File: config.mk
export PLATFORM = sky130hd
export DESIGN_NAME = irq_ack_ctrl
export DESIGN_NICKNAME = d
export VERILOG_FILES = /design/src/rtl/irq_ack_ctrl.sv
export SDC_FILE = /design/constraint.sdc
export NUM_CORES = 1
export LEC_CHECK = 0
export BUFFER_PORTS_ARGS = -buffer_cell sky130_fd_sc_hd__buf_2
export CAP_MARGIN = 20
export CORE_UTILIZATION = 61
export DETAILED_ROUTE_END_ITERATION = 8
export GPL_TIMING_DRIVEN = 0
export PLACE_DENSITY = 0.79
export SLEW_MARGIN = 20
export SYNTH_ARGS = -nofsm -noshare
export SYNTH_HDL_FRONTEND = slang
export SYNTH_SLANG_ARGS = --single-unit
File: constraint.sdc
create_clock -name clk -period 18.7 [get_ports clk]
set_clock_uncertainty 0.1 [all_clocks]
set_input_delay 0.935 -clock clk [delete_from_list [all_inputs] [get_ports clk]]
set_output_delay 0.935 -clock clk [all_outputs]
set_load 0.02 [all_outputs]
File: src/rtl/irq_ack_ctrl.sv
// Interrupt responder: counts sample-ready events and raises a level irq, coalesced by threshold or timeout.
// Host acknowledges consumed events over a small Avalon-MM register slave.
module irq_ack_ctrl #(
  parameter int CNT_W       = 16,
  parameter int TMO_W       = 24,
  parameter int HOLDOFF_CYC = 8
) (
  input  logic        clk,
  input  logic        reset,
  input  logic        evt_valid,
  input  logic [2:0]  avs_address,
  input  logic        avs_read,
  input  logic        avs_write,
  input  logic [31:0] avs_writedata,
  output logic [31:0] avs_readdata,
  output logic        irq,
  output logic        irqflagtap
);

  localparam int HO_W = $clog2(HOLDOFF_CYC + 1);

  typedef enum logic [1:0] {
    S_IDLE    = 2'd0,
    S_ARMED   = 2'd1,
    S_FIRED   = 2'd2,
    S_HOLDOFF = 2'd3
  } state_t;

  state_t           state_q, state_d;
  logic [CNT_W-1:0] pending_q, pending_d;
  logic [CNT_W-1:0] thresh_q, thresh_d;
  logic [TMO_W-1:0] timeout_q, timeout_d;
  logic [TMO_W-1:0] timer_q, timer_d;
  logic [HO_W-1:0]  hold_q, hold_d;
  logic             ovf_q, ovf_d;
  logic             enable_q, enable_d;
  logic             irq_q, irq_d;
  logic [31:0]      rdata_q, rdata_d;

  logic             wr_ack, wr_ctrl, wr_thresh, wr_tmo;
  logic             pend_max, evt_eff, tmo_hit;
  logic [CNT_W-1:0] sum, ack_n;
  logic [31:0]      rd_mux;

  always_comb begin
    wr_ack    = avs_write && (avs_address == 3'd1);
    wr_ctrl   = avs_write && (avs_address == 3'd2);
    wr_thresh = avs_write && (avs_address == 3'd3);
    wr_tmo    = avs_write && (avs_address == 3'd4);

    // An event arriving at saturation is dropped and only flags overflow.
    pend_max  = &pending_q;
    evt_eff   = evt_valid && !pend_max;
    sum       = pending_q + CNT_W'(evt_eff);
    ack_n     = wr_ack ? avs_writedata[CNT_W-1:0] : '0;
    pending_d = (ack_n >= sum) ? '0 : (sum - ack_n);

    ovf_d = ovf_q;
    if (wr_ctrl && avs_writedata[1]) ovf_d = 1'b0;
    if (evt_valid && pend_max)       ovf_d = 1'b1;

    enable_d  = wr_ctrl ? avs_writedata[0] : enable_q;
    thresh_d  = thresh_q;
    if (wr_thresh)
      thresh_d = (avs_writedata[CNT_W-1:0] == '0) ? CNT_W'(1) : avs_writedata[CNT_W-1:0];
    timeout_d = wr_tmo ? avs_writedata[TMO_W-1:0] : timeout_q;

    tmo_hit = (timeout_q != '0) && (timer_q >= (timeout_q - TMO_W'(1)));
  end

  always_comb begin
    state_d = state_q;
    timer_d = '0;
    hold_d  = hold_q;
    case (state_q)
      S_IDLE: begin
        if (pending_d != '0) state_d = S_ARMED;
      end
      S_ARMED: begin
        timer_d = (&timer_q) ? timer_q : (timer_q + TMO_W'(1));
        if (pending_d == '0)
          state_d = S_IDLE;
        else if (enable_q && ((pending_q >= thresh_q) || tmo_hit))
          state_d = S_FIRED;
      end
      S_FIRED: begin
        if (wr_ack && (pending_d < thresh_q)) begin
          state_d = S_HOLDOFF;
          hold_d  = HO_W'(HOLDOFF_CYC - 1);
        end else if (!enable_d) begin
          state_d = S_ARMED;
        end
      end
      S_HOLDOFF: begin
        if (hold_q == '0)
          state_d = (pending_d != '0) ? S_ARMED : S_IDLE;
        else
          hold_d = hold_q - HO_W'(1);
      end
      default: state_d = S_IDLE;
    endcase
    irq_d = (state_d == S_FIRED);
  end

  always_comb begin
    rd_mux = '0;
    case (avs_address)
      3'd0: begin
        rd_mux[CNT_W-1:0] = pending_q;
        rd_mux[16]        = ovf_q;
        rd_mux[17]        = irq_q;
        rd_mux[19:18]     = state_q;
      end
      3'd2:    rd_mux[0] = enable_q;
      3'd3:    rd_mux    = 32'(thresh_q);
      3'd4:    rd_mux    = 32'(timeout_q);
      default: rd_mux    = '0;
    endcase
    rdata_d = avs_read ? rd_mux : rdata_q;
  end

  always_ff @(posedge clk or posedge reset) begin
    if (reset) begin
      state_q   <= S_IDLE;
      pending_q <= '0;
      thresh_q  <= CNT_W'(1);
      timeout_q <= '0;
      timer_q   <= '0;
      hold_q    <= '0;
      ovf_q     <= 1'b0;
      enable_q  <= 1'b0;
      irq_q     <= 1'b0;
      rdata_q   <= '0;
    end else begin
      state_q   <= state_d;
      pending_q <= pending_d;
      thresh_q  <= thresh_d;
      timeout_q <= timeout_d;
      timer_q   <= timer_d;
      hold_q    <= hold_d;
      ovf_q     <= ovf_d;
      enable_q  <= enable_d;
      irq_q     <= irq_d;
      rdata_q   <= rdata_d;
    end
  end

  assign avs_readdata = rdata_q;
  assign irq          = irq_q;
  assign irqflagtap   = irq_q;

endmodule

# Word level (Yosys, flattened, before mapping)
# Cells that the tools add are included.
dict set report totals {
  output_inout_bits 34
  wordCells 76
  ff_bits 121
  input_bits 40
}
dict set report op_classes {
  eq_ne 11
  addsub 5
  reduce_logical 24
  n_lt_le_gt_ge 4
  mux 22
}
# cell n
set op_table {}
lappend op_table {{19-bit case mux with 3 select lines} 1}
lappend op_table {{16-bit 2-to-1 mux} 3}
lappend op_table {{24-bit 2-to-1 mux} 2}
lappend op_table {{16-bit greater-or-equal comparator} 2}
lappend op_table {{16-bit zero test} 2}
lappend op_table {{24-bit by 1-bit adder with 24-bit output, second input constant} 1}
lappend op_table {{24-bit greater-or-equal comparator} 1}
lappend op_table {{24-bit AND reduction} 1}
lappend op_table {{24-bit nonzero test} 1}
lappend op_table {{24-bit by 1-bit subtractor with 24-bit output, second input constant} 1}
lappend op_table {{16-bit by 1-bit adder with 16-bit output} 1}
lappend op_table {{16-bit < comparator} 1}
lappend op_table {{16-bit AND reduction} 1}
lappend op_table {{16-bit nonzero test} 1}
lappend op_table {{16-bit subtractor} 1}
lappend op_table {{2-bit 2-to-1 mux} 6}
lappend op_table {{4-bit 2-to-1 mux} 3}
lappend op_table {{1-bit logical AND} 10}
lappend op_table {{2-bit case mux with 4 select lines} 1}
lappend op_table {{4-bit case mux with 2 select lines} 1}
lappend op_table {{2-bit equality test, second input constant} 3}
lappend op_table {{3-bit by 2-bit equality test with 1-bit output, second input constant} 2}
lappend op_table {{2-bit != test, second input constant} 3}
lappend op_table {{4-bit zero test} 1}
lappend op_table {{other kinds (12)} 16}

# Longest topological paths before layout
# Gate-level depths: netlist of the first run.
dict set report depth {
  word_depth 11
  ltp_mapped 33
  mapped_depth_nobuf 30
}

# Least setup slack after synthesis of the first run
# Ideal clock, no wire load.
dict set report synth_timing {
  kind {register -> register}
  start {reg pending_q[2]}
  end {reg state_q[0]}
  period_less_slack_ns 6.439
  n_path_buf 3
  slack_ns 12.261
  setup_time_ns 0.067
  arrival_ns 6.272
  stages_incl_launch_ff 34
  t_required_ns 18.533
  cell_sequence {dfrtp_1 -> and3_1 -> and3_1 -> nand3_1 -> nor2_1 -> inv_1 -> nor3_1 -> nor2b_1 -> ha_1 -> ha_1 -> clkbuf_1 -> nand3_1 -> xnor2_1 -> ha_1 -> clkbuf_1 -> nand3_1 -> a2111oi_0 -> o31a_1 -> or3_1 -> inv_1 -> o21ai_0 -> o41ai_2 -> clkbuf_1 -> nor2_1 -> ha_1 -> a21o_1 -> a21o_1 -> a2111oi_0 -> and3b_1 -> a22o_1 -> a31oi_1 -> and2_0 -> o311ai_0 -> o311a_1}
}
dict set report synth_between {
  elab_chain_len 10
  elab_cells_between_ends 21
  cone_classes {2 x add/sub; 3 x order compare; 8 x mux; 8 x reduce/logical}
}
# item line_no
set synth_rtl {}
lappend synth_rtl {{start: declaration} 30} ;# logic [CNT_W-1:0] pending_q, pending_d;
lappend synth_rtl {{start signal: assignment} 136} ;# pending_q <= pending_d;
lappend synth_rtl {{16-bit AND reduction} 52} ;# pend_max = &pending_q;
lappend synth_rtl {{1-bit zero test} 53} ;# evt_eff = evt_valid && !pend_max;
lappend synth_rtl {{1-bit logical AND} 53}
lappend synth_rtl {{16-bit by 1-bit adder with 16-bit output (*)} 54} ;# sum = pending_q + CNT_W'(evt_eff);
lappend synth_rtl {{16-bit subtractor or 16-bit greater-or-equal comparator (tied branches)} 56} ;# pending_d = (ack_n >= sum) ? '0 : (sum - ack_n);
lappend synth_rtl {{16-bit 2-to-1 mux (*)} 56}
lappend synth_rtl {{via pending_d[13]} 30}
lappend synth_rtl {{16-bit < comparator or 16-bit nonzero test (tied branches)} {87, 77, 96}}
lappend synth_rtl {{1-bit logical AND or 1-bit 2-to-1 mux (tied branches)} {87, 96}}
lappend synth_rtl {{2-bit 2-to-1 mux (on tied branches)} {87, 95}}
lappend synth_rtl {{2-bit case mux with 4 select lines (*)} 75} ;# case (state_q)
lappend synth_rtl {{via state_d[0]} 29} ;# state_t state_q, state_d;
lappend synth_rtl {{end signal: assignment} 135} ;# state_q <= state_d;
lappend synth_rtl {{end: declaration} 29}
# Mark *: on every way through the listed nets, which the timed path passes. The rest lies on a longest branch.
# A chain may end at the register's enable or synchronous reset.

# Final worst setup path of the first run
# Ends and elaborated chain as after synthesis.

==> impl_metrics.ini, run 1 <==
[status]
status = complete, no violations

[timing]
hold_viol_final = 0
setup_tns_ns = 0
whs_ns = 0.418
fin_crit_ns = 8.01
max_slew_margin = 0.304
rsz0062_at_grt = false
drv_slew = 0
timing.fmax_ghz = 0.125
period_share = 0.428
worst_pin_slew_ns = 1.03
setup_viol = 0

[finish]
layout.nets = 1032
antennaDiodeCount = 0
final_area_um2 = 9030
final_cells = 1096
areaGrowthSynthToFinish_pct = 15.7
drive_gt1_frac = 0.177
n_fill_cell = 874

[clocking]
clock_sinks = 113
cts.clk_slew.worst_paths_ns = 0.05
cts-hold-fix-buffers = 0
cts.htree.levels = 4
clockBufferDepth = 2
insertion_delay_ns = 0.42
cts_tree = done
post_cts_buffers = 0
cts_resized = 0
cts_inserted_buffers = 17
root_buffer = clkbuf_16

[global_route]
gr-usage-all-layers = 0.332
grt_max_degree = 70
grt_pass1_wl_um = 33600
antenna_found_initial = 0
grt_pass1_vias = 6715
overflow = 0

[critical_path]
crit_top_cell = ha_1
startpoint_type = flop
critPathTopFamily = simple AND/OR/NAND/NOR gates
crit_type = reg -> reg
cp_max_fo = 10
crit_path_top_delay_cell = o41ai_2
worst_path_largest_cell_delay_ns = 0.96
cp-end-kind = flop
cp.required_ns = 18.96
crit_buf_inv = 4
crit_arrival_ns = 8.26

[drt]
wl_per_cell_um = 19.2
drtAntennaViolNets = 0
drt_iter0_markers = 675
vias_per_cell = 6.19
wirelength_um = 21000
drtPass1Iterations = 5
vias = 6788
drc = 0

[placed_design]
placed_area_um2 = 8360
place_congestion = 0.928
dp_hpwl_um = 15600
portBuffers = 55
dp.cells = 1064

[die]
rows = 40
die_area_um2 = 13300
io_pins = 74
die_h_um = 115
coreArea_um2 = 12300
die_w_um = 115
start_util = 0.637

[power]
p_total_w = 0.00131
irDropWorstVdd_v = 0.000101
power_density_nw_per_um2 = 145
p_leak_nw = 4.17

[yosys]
synth_top_area_cell = dfrtp_1
ys_seq_elements = 113
synth_edf_count = 0
postSynthAreaPerCell_um2 = 9.37
async_reset_ff_frac = 1.00
synth_area_leaders = dfrtp_1 (36%), ha_1 (12%), mux2_2 (7.8%)
yosys_most_used_dff = dfrtp_1
synthesis.area_um2 = 7800
synth_top_area_frac = 0.359
ys_warn_count = 0
seq_area_frac_synth = 0.362
synth_cell_types = 68
netlist_instances = 833

[job]
cap_violations = 0

[min_path]
hp-class = reg -> reg
sequential cells by signal, indices dropped and copies added, names as in the netlist:
name / count
avs_readdata: 24
pending_q: 16
state_q: 2
irq: 1
enable_q: 1
hold_q: 4
timer_q: 24
ovf_q: 1
thresh_q: 16
timeout_q: 24
layout by cell type (no fill, tap or decap), types with 10 or more instances in the layout:
| master | n |
|---|---|
| a21o_1 | 18 |
| a22oi_1 | 16 |
| nor2_1 | 85 |
| nand3_1 | 24 |
| a21oi_1 | 49 |
| or3_1 | 10 |
| mux2_2 | 54 |
| clkbuf_16 | 17 |
| inv_1 | 50 |
| nand2b_1 | 12 |
| nor3_1 | 12 |
| buf_2 | 55 |
| nand2_1 | 51 |
| xor2_1 | 27 |
| o21ai_0 | 22 |
| xnor2_1 | 37 |
| clkbuf_1 | 28 |
| dfrtp_1 | 112 |
| ha_1 | 76 |
| nand4_1 | 25 |
synth_stat cells, types with 18 or more instances:
library cell	n
mux2_2	54
nand3_1	24
a21oi_1	49
o21ai_0	22
nand2_1	51
ha_1	76
xnor2_1	37
nor2_1	85
inv_1	51
xor2_1	27
dfrtp_1	112
a21o_1	18
nand4_1	25
clkbuf_1	28
per-stage QoR:
stage,utilization,worst slack (ns)
global route,0.736,10.06
finish,0.736,10.69
floorplan,-,12.26
detailed placement,0.681,10.95
CTS,0.736,10.86
global placement,0.678,11.17
worst paths after layout:
kind / startpoint / to / slack (ns) / depth (start not counted)
max in group asynchronous: reset / thresh_q[0] / 17.35 / 3
setup reg to reg: pending_q[2] / state_q[0] / 10.69 / 29
hold reg to reg: avs_readdata[3] / avs_readdata[3] / 0.42 / 2
min in group asynchronous: reset / timer_q[2] / 0.45 / 2
setup / recovery: pending_q[2] / state_q[0] / 10.69 / 29
hold / removal: avs_readdata[3] / avs_readdata[3] / 0.42 / 2
tightest hold or removal path, cell delays in order, from the launching register on:
cell	delay, ns
dfrtp_1	0.34
nor2_1	0.04
a21oi_1	0.09
power breakdown:
group,internal [W],total [W],switching (W)
logic,0.000241,0.000577,0.000336
registers,0.000296,0.000359,0.0000637
clock network,0.000253,0.000372,0.000119
total,0.000789,0.00131,0.000519
final cells by class:
cell class | count | area [um2] | area share
plain buffers | 39 | 180 | 0.0200
clock buffers | 18 | 439 | 0.0486
clock inverters | 14 | 235 | 0.0260
inverters | 51 | 196 | 0.0218
multi-input cells | 637 | 4640 | 0.514
flip-flops and latches | 113 | 2830 | 0.313
well taps | 168 | 210 | 0.0233
repair buffers | 56 | 303 | 0.0335
kinds of logic after synthesis:
group / synth area share
flops: 0.362
mux: 0.0856
xor+xnor: 0.0718
buf+inv: 0.0476
compound gates: 0.129
fa+ha+maj: 0.124
simple gates: 0.178
other cells: 0.000480
layer usage:
metal | GRT usage | wire, um | vias to the layer above
met2 | 0.571 | 10600 | 292
met5 | 0 | 0 | -
met3 | 0.0611 | 1190 | 48
met4 | 0.132 | 525 | 0
li1 | - | - | 3139
met1 | 0.413 | 8670 | 3309
Note: power is estimated with default switching activity, not from simulation.
==> inputs of run 2 (changes only) <==
- clock period: 18.7 -> 7.5 ns (I/O delays scaled with it)
==> run 2 against run 1 <==
Compared with the run above: fmax increased by 13%; critical path depth up 3; sequential cell count is the same; combinational power increased to 2.6 times the previous value; clock power up 150%; first-iteration DRC count grew 9.6%; via count grew 0.81%; sequential share of layout area decreased by 0.22 points; utilization is 0.59 points higher; sequential power up 150%; worst setup slack lost 10 ns; critical path type unchanged.
==> impl_metrics.ini, run 2 (synthesis gave the netlist of run 1 again) <==
[critical_path]
cp_max_fo = 10
cp.required_ns = 7.75
ff2ff_path_depth = 32
worst_r2r_endpoint = state_q[0]
startpoint_type = flop
crit-reg2reg-launch = pending_q[2]
crit_top_cell = ha_1
cp-end-kind = flop
r2r_slack_ns = 0.41
crit_arrival_ns = 7.35
worst_path_largest_cell_delay_ns = 0.47
crit_type = reg -> reg
crit_path_top_delay_cell = dfrtp_2

[status]
status = complete, no violations

[finish]
final_common_cell = dfrtp_1
antennaDiodeCount = 0
layout_common_cells = dfrtp_1 (110), nor2_1 (84), ha_1 (76)
areaGrowthSynthToFinish_pct = 16.6
final_area_um2 = 9100
layout.nets = 1035
n_fill_cell = 864
finish.utilization = 0.742
drive_gt1_frac = 0.188

[drt]
drtPass1Iterations = 6
drtAntennaViolNets = 0
wirelength_um = 21300
wl_per_cell_um = 19.4
drt_iter0_markers = 740
vias = 6843
vias_per_cell = 6.23
drc = 0

[clocking]
insertion_delay_ns = 0.42
clock_sinks = 113
cts.htree.levels = 4
cts_tree = done
clockBufferDepth = 2
cts.clk_slew.worst_paths_ns = 0.05
cts_inserted_buffers = 17
root_buffer = clkbuf_16

[power]
seq_power_share = 0.270
power_density_nw_per_um2 = 365
switching_share = 0.400
p_comb_frac = 0.451
p_switching_w = 0.00133
p_leak_nw = 4.20
clkPwrFrac = 0.280
p_int_w = 0.00200
irDropWorstVdd_v = 0.000258

[die]
io_pins = 74
die_area_um2 = 13300
die_h_um = 115
coreArea_um2 = 12300
die_w_um = 115
rows = 40
start_util = 0.637

[global_route]
grt_pass1_vias = 6756
gr-usage-all-layers = 0.332
overflow = 0
grt_pass1_wl_um = 33600
grt_max_degree = 70
antenna_found_initial = 0

[min_path]
hp-start = avs_writedata[19]
holdPathStages = 2
holdPathEnd = timeout_q[19]
hp-class = in -> reg

[placed_design]
place_ws_ns = -0.251
place_congestion = 0.928
dp_hpwl_um = 15600
placed_area_um2 = 8360
portBuffers = 55

[timing]
setup_ws_ns = 0.406
period_share = 0.946
hold_viol_final = 0
whs_ns = 0.0881
drv_slew = 0
worst_pin_slew_ns = 0.988
setup_viol = 0
fin_crit_ns = 7.09
timing.fmax_ghz = 0.141
max_slew_margin = 0.324

[job]
cap_violations = 0
[run 2: repair_timing]
item / CTS / global route
endpoints found under the setup margin: 4 / 7
pin swaps: 0 / 0
hold buffers: 1 / 0
endpoints found under the hold margin: 44 / 0
resized for setup: 7 / 9
setup buffers: 0 / 3
[run 2: area by class of cell]
class | instances | area [um2] | share of cell area
Clock buffer | 18 | 439 | 0.0482
Timing Repair Buffer | 60 | 335 | 0.0368
Inverter | 51 | 196 | 0.0216
Buffer | 38 | 178 | 0.0195
Sequential cell | 113 | 2830 | 0.311
Clock inverter | 14 | 235 | 0.0258
Tap cell | 168 | 210 | 0.0231
Multi-Input combinational cell | 637 | 4680 | 0.514
[run 2: worst max path at each step]
stage                     cells past startpoint          from    endpoint  slack, ns
after floorplan                              33  pending_q[2]  state_q[0]       1.06
after global placement                       32  pending_q[2]  state_q[0]      -0.03
after detailed placement                     29  pending_q[2]  state_q[0]      -0.25
after CTS                                    32  pending_q[2]  state_q[0]       0.06
after global routing                         32  pending_q[4]  state_q[0]      -0.01
final                                        32  pending_q[2]  state_q[0]       0.41
[run 2: worst max-delay path: cells and delay by family (launching register included)]
kind	cells	cell delay, ns
buf+inv	4	0.82
simple gates	12	2.30
compound gates	11	1.92
xor+xnor	1	0.17
fa+ha+maj	4	1.26
flops	1	0.47
[run 2: metrics by stage]
stage          instances  setup TNS (ns)  total power, W
2_1_floorplan        840               0         0.00191
3_3_place_gp        1063         -0.0264         0.00220
3_5_place_dp        1064          -0.597         0.00229
4_1_cts             1097               0         0.00326
5_1_grt             1099         -0.0136         0.00352
6_report            1099               0         0.00332
[run 2: power groups by stage]
stage	sequential [W]	clock (W)	combinational [W]
floorplan	0.000860	0	0.00105
global placement	0.000884	0	0.00132
detailed placement	0.000892	0	0.00140
CTS	0.000888	0.000929	0.00144
global route	0.000909	0.000963	0.00165
finish	0.000897	0.000929	0.00150
[run 2: metal layers]
layer  GRT usage  up-vias  routed length, um
met1       0.412     3332               8770
met3      0.0701       55               1280
met2       0.571      307              10700
met5           0        -                  0
li1            -     3149                  -
met4       0.125        0                504
==> inputs of run 3 (changes only) <==
- MAX_ROUTING_LAYER: not set -> met4
==> run 3 against run 2 <==
Compared with the run above: first-iteration DRC count shrank 19%; utilization is the same; count of clock-buffer cells in the layout is the same; critical path depth is the same; fmax grew 0.50%; worst setup slack gained 0.036 ns; highest routed layer unchanged; worst hold slack lost 0.0032 ns; die area is the same.
==> impl_metrics.ini, run 3 (synthesis gave the netlist of run 1 again) <==
[die]
start_util = 0.637
die_area_um2 = 13300
die_w_um = 115
rows = 40
io_pins = 74
coreArea_um2 = 12300
die_h_um = 115

[finish]
antennaDiodeCount = 0
drive_gt1_frac = 0.188
regArea_um2 = 2830
finish.utilization = 0.742
multi_input_area_um2 = 4680
final_common_cell = dfrtp_1
areaGrowthSynthToFinish_pct = 16.6
layout_common_cells = dfrtp_1 (110), nor2_1 (84), ha_1 (76)
n_fill_cell = 864
layout.nets = 1035

[timing]
hold_viol_final = 0
max_slew_margin = 0.300
setup_tns_ns = 0
drv_slew = 0
worst_pin_slew_ns = 1.02
setup_ws_ns = 0.441
whs_ns = 0.0850
fin_crit_ns = 7.06
setup_viol = 0
timing.fmax_ghz = 0.142
period_share = 0.941

[drt]
vias_per_cell = 6.27
drc = 0
vias = 6896
drtPass1Iterations = 7
drt_iter0_markers = 603
wl_per_cell_um = 19.5
wirelength_um = 21400
drtAntennaViolNets = 0

[global_route]
antenna_found_initial = 0
grt_max_degree = 70
overflow = 0
gr-usage-all-layers = 0.343
grt_pass1_vias = 6743
grt_pass1_wl_um = 33600

[placed_design]
portBuffers = 55
place_ws_ns = -0.251
place_congestion = 0.945
dp_hpwl_um = 15600

[critical_path]
crit_arrival_ns = 7.32
crit-reg2reg-launch = pending_q[2]
critPathTopFamily = simple AND/OR/NAND/NOR gates
cp-end-kind = flop
ff2ff_path_depth = 32
startpoint_type = flop
worst_path_largest_cell_delay_ns = 0.45
crit_path_top_delay_cell = dfrtp_2
r2r_slack_ns = 0.44
crit_buf_inv = 4
cp.required_ns = 7.76
cp_max_fo = 10
crit_type = reg -> reg
critical_path.startpoint = pending_q[2]
crit_top_cell = ha_1
worst_r2r_endpoint = state_q[0]

[clocking]
cts.htree.levels = 4
cts_inserted_buffers = 17
cts_tree = done
root_buffer = clkbuf_16
insertion_delay_ns = 0.42
clock_sinks = 113
clockBufferDepth = 2
cts.clk_slew.worst_paths_ns = 0.05

[min_path]
holdPathEnd = timeout_q[19]
hp-class = in -> reg
hp-start = avs_writedata[19]
holdPathStages = 2

[power]
p_switching_w = 0.00133
p_leak_nw = 4.20
irDropWorstVdd_v = 0.000259
seq_power_share = 0.270
power_density_nw_per_um2 = 365
p_total_w = 0.00333
p_comb_frac = 0.451
p_int_w = 0.00200
switching_share = 0.400
clkPwrFrac = 0.279

[status]
status = complete, no violations

[job]
cap_violations = 0
[run 3: final cells by class]
cell class	instances	share of cell area
Clock buffer	18	0.0482
Buffer	38	0.0195
Timing Repair Buffer	60	0.0368
Multi-Input combinational cell	637	0.514
Sequential cell	113	0.311
Tap cell	168	0.0231
Clock inverter	14	0.0258
Inverter	51	0.0216
[run 3: metrics by stage]
step	instances	instance area, um2
after floorplan	840	7830
after global placement	1063	8320
after detailed placement	1064	8360
after CTS	1097	9070
after global routing	1099	9100
final	1099	9100
[run 3: power by group through the flow]
stage | clock network [W] | registers [W] | logic (W)
final | 0.000928 | 0.000897 | 0.00150
after CTS | 0.000929 | 0.000888 | 0.00144
after detailed placement | 0 | 0.000892 | 0.00140
after global placement | 0 | 0.000884 | 0.00132
after floorplan | 0 | 0.000860 | 0.00105
after global routing | 0.000962 | 0.000909 | 0.00165
[run 3: worst max path at each step]
stage	end	slack, ns	cells after the start
floorplan	state_q[0]	1.06	33
global placement	state_q[0]	-0.03	32
detailed placement	state_q[0]	-0.25	29
CTS	state_q[0]	0.06	32
global route	state_q[0]	-0.01	32
finish	state_q[0]	0.44	32
[run 3: routing by layer]
layer / share of wire / GRT usage
met5: 0 / -
met2: 0.50 / 0.571
met3: 0.060 / 0.0633
met1: 0.41 / 0.414
met4: 0.025 / 0.131
[run 3: what timing repair did]
item / 4_1_cts / 5_1_grt
endpoints found under the setup margin: 4 / 7
setup buffers: 0 / 3
endpoints found under the hold margin: 44 / 0
gates cloned: 0 / 0
gates resized for setup: 7 / 9
hold buffers: 1 / 0
pin swaps: 0 / 0
